File: config.mk
export PLATFORM = sky130hd
export DESIGN_NAME = uart_cmd_decoder_flat
export DESIGN_NICKNAME = d
export VERILOG_FILES = /design/src/rtl/uart_cmd_decoder_if.sv /design/src/rtl/uart_cmd_decoder.sv /design/src/flat_wrapper.sv
export SDC_FILE = /design/constraint.sdc
export NUM_CORES = 1
export LEC_CHECK = 0
export CORE_AREA = 2 2 59 75
export DETAILED_ROUTE_END_ITERATION = 8
export DIE_AREA = 0 0 61 77
export SLEW_MARGIN = 30
export SYNTH_ARGS = -nofsm -noshare
export SYNTH_HDL_FRONTEND = slang
export SYNTH_SLANG_ARGS = --single-unit
File: constraint.sdc
create_clock -name clk -period 2.6 [get_ports clk]
set_input_delay 0.78 -clock clk [delete_from_list [all_inputs] [get_ports clk]]
set_output_delay 0.78 -clock clk [all_outputs]
set_load 0.05 [all_outputs]
File: src/rtl/uart_cmd_decoder_if.sv
// Character-in / command-out handshake bundle for uart_cmd_decoder.
// The decoder connects to the slave modport; the character source and command consumer use master.
interface uart_cmd_decoder_if #(
    parameter int DATA_W = 7,
    parameter int CMD_W  = 4
);
    logic [DATA_W-1:0] datain;
    logic              newdata;
    logic [CMD_W-1:0]  cmd_out;
    logic              cmd_valid;
    logic              cmd_ready;

    modport master (
        output datain, newdata, cmd_ready,
        input  cmd_out, cmd_valid
    );

    modport slave (
        input  datain, newdata, cmd_ready,
        output cmd_out, cmd_valid
    );
endinterface

File: src/rtl/uart_cmd_decoder.sv
// Parses CR-terminated ASCII command lines into codes queued in a first-word fall-through FIFO.
// Define CMD_CASE_INSENSITIVE_EN to also accept 'T', 'R' and 'U'.
module uart_cmd_decoder #(
    parameter int DATA_W     = 7,
    parameter int CMD_W      = 4,
    parameter int FIFO_DEPTH = 4
) (
    input  logic                          clk,
    input  logic                          rst_n,
    uart_cmd_decoder_if.slave             bus,
    output logic [$clog2(FIFO_DEPTH):0]   fifo_count,
    output logic                          err,
    output logic                          overflow
);
    localparam int AW = $clog2(FIFO_DEPTH);

    localparam logic [7:0] CH_CR = 8'h0D;
    localparam logic [7:0] CH_LF = 8'h0A;

    typedef enum logic [1:0] {IDLE, GOT_T, GOT_ARG, DISCARD} state_t;

    state_t             state, state_n;
    logic [CMD_W-1:0]   code, code_n;
    logic               push_req, err_n;

    logic [DATA_W-1:0]  data_q;
    logic               nd_q, nd_prev, smp_vld;
    logic               accept;
    logic [7:0]         raw, ch;

    logic [CMD_W-1:0]   mem [FIFO_DEPTH];
    logic [AW-1:0]      wr_ptr, rd_ptr;
    logic               full, pop, wr;

    // nd_prev only follows nd_q once nd_q holds a real sample, so a strobe
    // held high through reset release is never seen as a rising edge.
    always_ff @(posedge clk or negedge rst_n) begin
        if (!rst_n) begin
            data_q  <= '0;
            nd_q    <= 1'b0;
            nd_prev <= 1'b1;
            smp_vld <= 1'b0;
        end else begin
            data_q  <= bus.datain;
            nd_q    <= bus.newdata;
            smp_vld <= 1'b1;
            if (smp_vld)
                nd_prev <= nd_q;
        end
    end

    assign accept = nd_q & ~nd_prev;
    assign raw    = 8'(data_q);

`ifdef CMD_CASE_INSENSITIVE_EN
    always_comb begin
        ch = raw;
        if (raw == "T" || raw == "R" || raw == "U")
            ch = raw | 8'h20;
    end
`else
    assign ch = raw;
`endif

    always_comb begin
        state_n  = state;
        code_n   = code;
        push_req = 1'b0;
        err_n    = 1'b0;
        if (accept && ch != CH_LF) begin
            unique case (state)
                IDLE: begin
                    if (ch == CH_CR) begin
                        state_n = IDLE;
                    end else if (ch == "t") begin
                        state_n = GOT_T;
                    end else if (ch == "1") begin
                        state_n = GOT_ARG; code_n = CMD_W'(1);
                    end else if (ch == "2") begin
                        state_n = GOT_ARG; code_n = CMD_W'(2);
                    end else if (ch == "r") begin
                        state_n = GOT_ARG; code_n = CMD_W'(5);
                    end else if (ch == "u") begin
                        state_n = GOT_ARG; code_n = CMD_W'(6);
                    end else begin
                        state_n = DISCARD; err_n = 1'b1;
                    end
                end
                GOT_T: begin
                    if (ch == "1") begin
                        state_n = GOT_ARG; code_n = CMD_W'(3);
                    end else if (ch == "2") begin
                        state_n = GOT_ARG; code_n = CMD_W'(4);
                    end else if (ch == CH_CR) begin
                        state_n = IDLE; err_n = 1'b1;
                    end else begin
                        state_n = DISCARD; err_n = 1'b1;
                    end
                end
                GOT_ARG: begin
                    if (ch == CH_CR) begin
                        state_n = IDLE; push_req = 1'b1;
                    end else begin
                        state_n = DISCARD; err_n = 1'b1;
                    end
                end
                DISCARD: begin
                    if (ch == CH_CR)
                        state_n = IDLE;
                end
                default: state_n = IDLE;
            endcase
        end
    end

    assign bus.cmd_valid = (fifo_count != '0);
    assign bus.cmd_out   = bus.cmd_valid ? mem[rd_ptr] : '0;
    assign full          = (fifo_count == (AW+1)'(FIFO_DEPTH));
    assign pop           = bus.cmd_valid & bus.cmd_ready;
    assign wr            = push_req & (~full | pop);

    always_ff @(posedge clk or negedge rst_n) begin
        if (!rst_n) begin
            state      <= IDLE;
            code       <= '0;
            err        <= 1'b0;
            overflow   <= 1'b0;
            wr_ptr     <= '0;
            rd_ptr     <= '0;
            fifo_count <= '0;
        end else begin
            state <= state_n;
            code  <= code_n;
            err   <= err_n;
            if (push_req && full && !pop)
                overflow <= 1'b1;
            if (wr)
                wr_ptr <= wr_ptr + AW'(1);
            if (pop)
                rd_ptr <= rd_ptr + AW'(1);
            if (wr && !pop)
                fifo_count <= fifo_count + (AW+1)'(1);
            else if (pop && !wr)
                fifo_count <= fifo_count - (AW+1)'(1);
        end
    end

    always_ff @(posedge clk) begin
        if (wr)
            mem[wr_ptr] <= code;
    end
endmodule

File: src/flat_wrapper.sv
// flat-port wrapper written by rule: the top's interface ports become plain ports
module uart_cmd_decoder_flat 
#(
    parameter int DATA_W     = 7,
    parameter int CMD_W      = 4,
    parameter int FIFO_DEPTH = 4
)
  (clk, rst_n, fifo_count, err, overflow, bus_datain, bus_newdata, bus_cmd_ready, bus_cmd_out, bus_cmd_valid);
  uart_cmd_decoder_if #(.DATA_W(DATA_W), .CMD_W(CMD_W)) bus_i ();
  input  logic clk;
  input  logic rst_n;
  output logic [$clog2(FIFO_DEPTH):0] fifo_count;
  output logic err;
  output logic overflow;
  input wire logic [$bits(bus_i.datain)-1:0] bus_datain;
  input wire logic [$bits(bus_i.newdata)-1:0] bus_newdata;
  input wire logic [$bits(bus_i.cmd_ready)-1:0] bus_cmd_ready;
  output wire logic [$bits(bus_i.cmd_out)-1:0] bus_cmd_out;
  output wire logic [$bits(bus_i.cmd_valid)-1:0] bus_cmd_valid;
  assign bus_i.datain = bus_datain;
  assign bus_i.newdata = bus_newdata;
  assign bus_i.cmd_ready = bus_cmd_ready;
  assign bus_cmd_out = bus_i.cmd_out;
  assign bus_cmd_valid = bus_i.cmd_valid;
  uart_cmd_decoder #(.DATA_W(DATA_W), .CMD_W(CMD_W), .FIFO_DEPTH(FIFO_DEPTH)) u_core (.clk(clk), .rst_n(rst_n), .bus(bus_i), .fifo_count(fifo_count), .err(err), .overflow(overflow));
endmodule
==> flow_summary.json <==
{
  "fraction_of_the_yosys_area_taken_by_sequential_cells_pct": 55.9,
  "worst-setup-path-type": "input pin to register",
  "path_clk_slew_ns": 0.07,
  "irDropWorstVdd_mv": 0.307,
  "outcome": "finished clean",
  "drt-total-wl_um": 2770,
  "cp_cell_sequence": "clkdlybuf4s50_1, nor4b_2, buf_4, nor2_4, ha_1, inv_1, fa_1, mux2_2",
  "cts.htree.levels": 2,
  "power_density_mw_per_mm2": 801,
  "critPathLaunchType": "input pin",
  "die_height_um": 77,
  "drt.antenna.violating_nets": 0,
  "dieWidth_um": 61,
  "via_count_of_the_first_global_routing_pass": 1047,
  "clock_tree.root_cell": "clkbuf_8",
  "synth_enable_flop_cells": 12,
  "timing.hold.ws_ns": 0.474,
  "maxCapViolCount": 0,
  "antenna_cells_inserted": 0,
  "crit_path_max_incr_delay_ns": 0.44,
  "maximum_net_fanout_on_the_critical_path": 2,
  "floorplan.rows": 26,
  "yosys_warnings": 0,
  "holdCritPathClass": "register to register",
  "mappedNetlistArea_sq_mm": 0.00172,
  "groute.usage.overall_pct": 13.8,
  "static-leakage-power_nw": 0.828,
  "netlist.top_cell.by_area": "dfrtp_1",
  "cts.sink_count": 36,
  "report.power.total_mw": 1.66,
  "tritoncts_clock_tree": "built",
  "detailedRoute.firstPassIterationCount": 4,
  "first_pass_grt_wire_length_um": 4710,
  "layout_worst_path_cycle_share_pct": 95.5,
  "dr.first_iter.drc_count": 42,
  "syn-num-nets": 144,
  "data_required_time_of_the_worst_path_ns": 2.77,
  "crit_arrival_ns": 2.66,
  "netlist.area_leader.share_pct": 33.4,
  "flow.area_growth_from_synthesis_pct": 20.0,
  "initial_utilization_pct": 43.0,
  "ys_top_cells_by_area": "dfrtp_1 33%, edfxtp_1 21%, mux4_2 3.9%",
  "post_route_core_utilization_pct": 51.6,
  "slew_headroom_pct": 66.1,
  "rsz0062_at_grt": "no",
  "grt_antenna_before_repair": 0,
  "design.core.area_sq_mm": 0.00400,
  "post_route_cells_drive_above_1_share_pct": 24.7,
  "cts_made_buffers": 5,
  "yosysUniqueCellTypes": 48,
  "placedCellCount": 202,
  "synth-main-ff-cell": "dfrtp_1",
  "port-buffer-count": 19,
  "least_margin_pin_slew_ns": 0.507,
  "netlist_instances": 127,
  "most_frequent_standard_cell_in_the_layout_excluding_fill_and_tap_cells": "dfrtp_1",
  "final-max-slew-violation-count": 0,
  "max_freq_ghz": 0.403,
  "post-route-drc-count": 0,
  "mostFrequentLayoutCells": "23 x dfrtp_1, 15 x clkdlybuf4s50_1, 12 x edfxtp_1",
  "post_drt_via_cell_ratio": 4.89,
  "crit_slowest_cell": "clkdlybuf4s50_1",
  "synthArstFlopShare_pct": 66.7,
  "place.gp.congestion": 0.798,
  "cts_hold_buffers": 0,
  "design.final.nets": 170,
  "finalSetupViolCount": 0,
  "vias": 1027,
  "design.portCount": 21,
  "detailedPlacementHpwl_um": 2120,
  "wl_per_cell_um": 13.2,
  "post_synth.cell_area_avg_sq_um": 13.6,
  "synth-seq-cells": 36,
  "overflow": 0,
  "dieArea_sq_mm": 0.00470,
  "pin_count_of_the_biggest_net_entering_global_routing": 25,
  "worst_clock_skew_ns": 0.00808,
  "clock_insertion_delay_worst_skew_ns": 0.29,
  "cts.path.max_buffers": 2,
  "worst_setup_path_end_kind": "register",
  "finalHoldViolations": 0,
  "layout.cells.non_filler": 210,
  "layout_min_cycle_time_ns": 2.48
}
[report_power, final]
part | total, mW | leakage, nW | internal, mW | switching, mW
sequential | 0.740 | 0.410 | 0.649 | 0.0910
clock | 0.377 | 0.0422 | 0.188 | 0.189
combinational | 0.539 | 0.376 | 0.229 | 0.310
total | 1.66 | 0.828 | 1.07 | 0.590
[cell type report]
type	instances	area [sq um]
repair buffers	24	218
well taps	56	70.1
fillers	363	1940
flip-flops and latches	36	962
inverters	4	15.0
clock inverters	1	5.00
clock buffers	7	76.3
multi-input cells	82	719
[metal layers]
layer	global-route usage [%]	vias to the layer above	share of wire, %
met2	24.0	23	55
met5	0	-	0
met3	5.06	7	3.9
met4	6.52	0	2.5
met1	14.1	496	38
li1	-	501	-
[cells by family (layout without fill, tap and decap cells)]
logic type,Yosys count,count (layout),synth area share (%)
AO/OA/AOI/OAI,18,18,8.14
XOR/XNOR,6,6,3.05
adder cells (fa/ha/maj),6,6,4.80
buffers and inverters,9,36,2.69
flip-flops,36,36,55.9
multiplexers,9,9,8.50
other,2,2,0.436
AND/OR/NAND/NOR,41,41,16.5
[path summary, 6_finish.rpt]
kind                                  startpoint                    to  slack, ns  cells past startpoint
worst min-delay path             u_core.overflow       u_core.overflow       0.47                      1
worst max-delay path               bus_cmd_ready  u_core.fifo_count[1]       0.12                      8
max in group asynchronous                  rst_n        u_core.nd_prev       1.45                      2
min in group asynchronous                  rst_n        u_core.code[1]       0.85                      2
worst max register to register  u_core.data_q[6]  u_core.fifo_count[2]       0.23                     10
worst min register to register   u_core.overflow       u_core.overflow       0.47                      1
[timing repair]
action	in CTS	in global routing
gates resized for setup	0	1
setup endpoints to repair	0	1
buffers inserted	0	0
[through the flow]
step                area (sq um)  setup slack, ns  setup TNS, ns
floorplan                   1720            0.103              0
global placement            1980           -0.166         -0.182
detailed placement          1980           -0.249         -0.366
CTS                         2060           0.0451              0
global route                2070           0.0186              0
finish                      2070            0.117              0
[sequential cells by signal, indices dropped and copies added, names as in the netlist, 2 cells and up]
register,flops
u_core.mem,12
u_core.data_q,7
u_core.code,3
u_core.fifo_count,3
u_core.rd_ptr,2
u_core.state,2
u_core.wr_ptr,2
[critical path, delay by kind of cell]
family	cells	cell delay, ns
adder cells (fa/ha/maj)	2	0.60
buffers and inverters	3	0.68
multiplexers	1	0.27
AND/OR/NAND/NOR	2	0.33
[synthesized netlist by cell type, types with 2 or more instances]
cell      number
a21oi_1        5
and2_1         8
clkbuf_1       2
conb_1         2
dfrtp_1       23
edfxtp_1      12
ha_1           5
inv_1          4
mux2_2         2
mux2_4         3
mux4_2         3
nand2_1        5
nand2b_1       2
nor2_1         6
nor3_1         3
o21a_1         4
o21ai_0        3
xnor2_1        4
xor2_1         2
No activity file was read; power rests on OpenSTA's default activity.
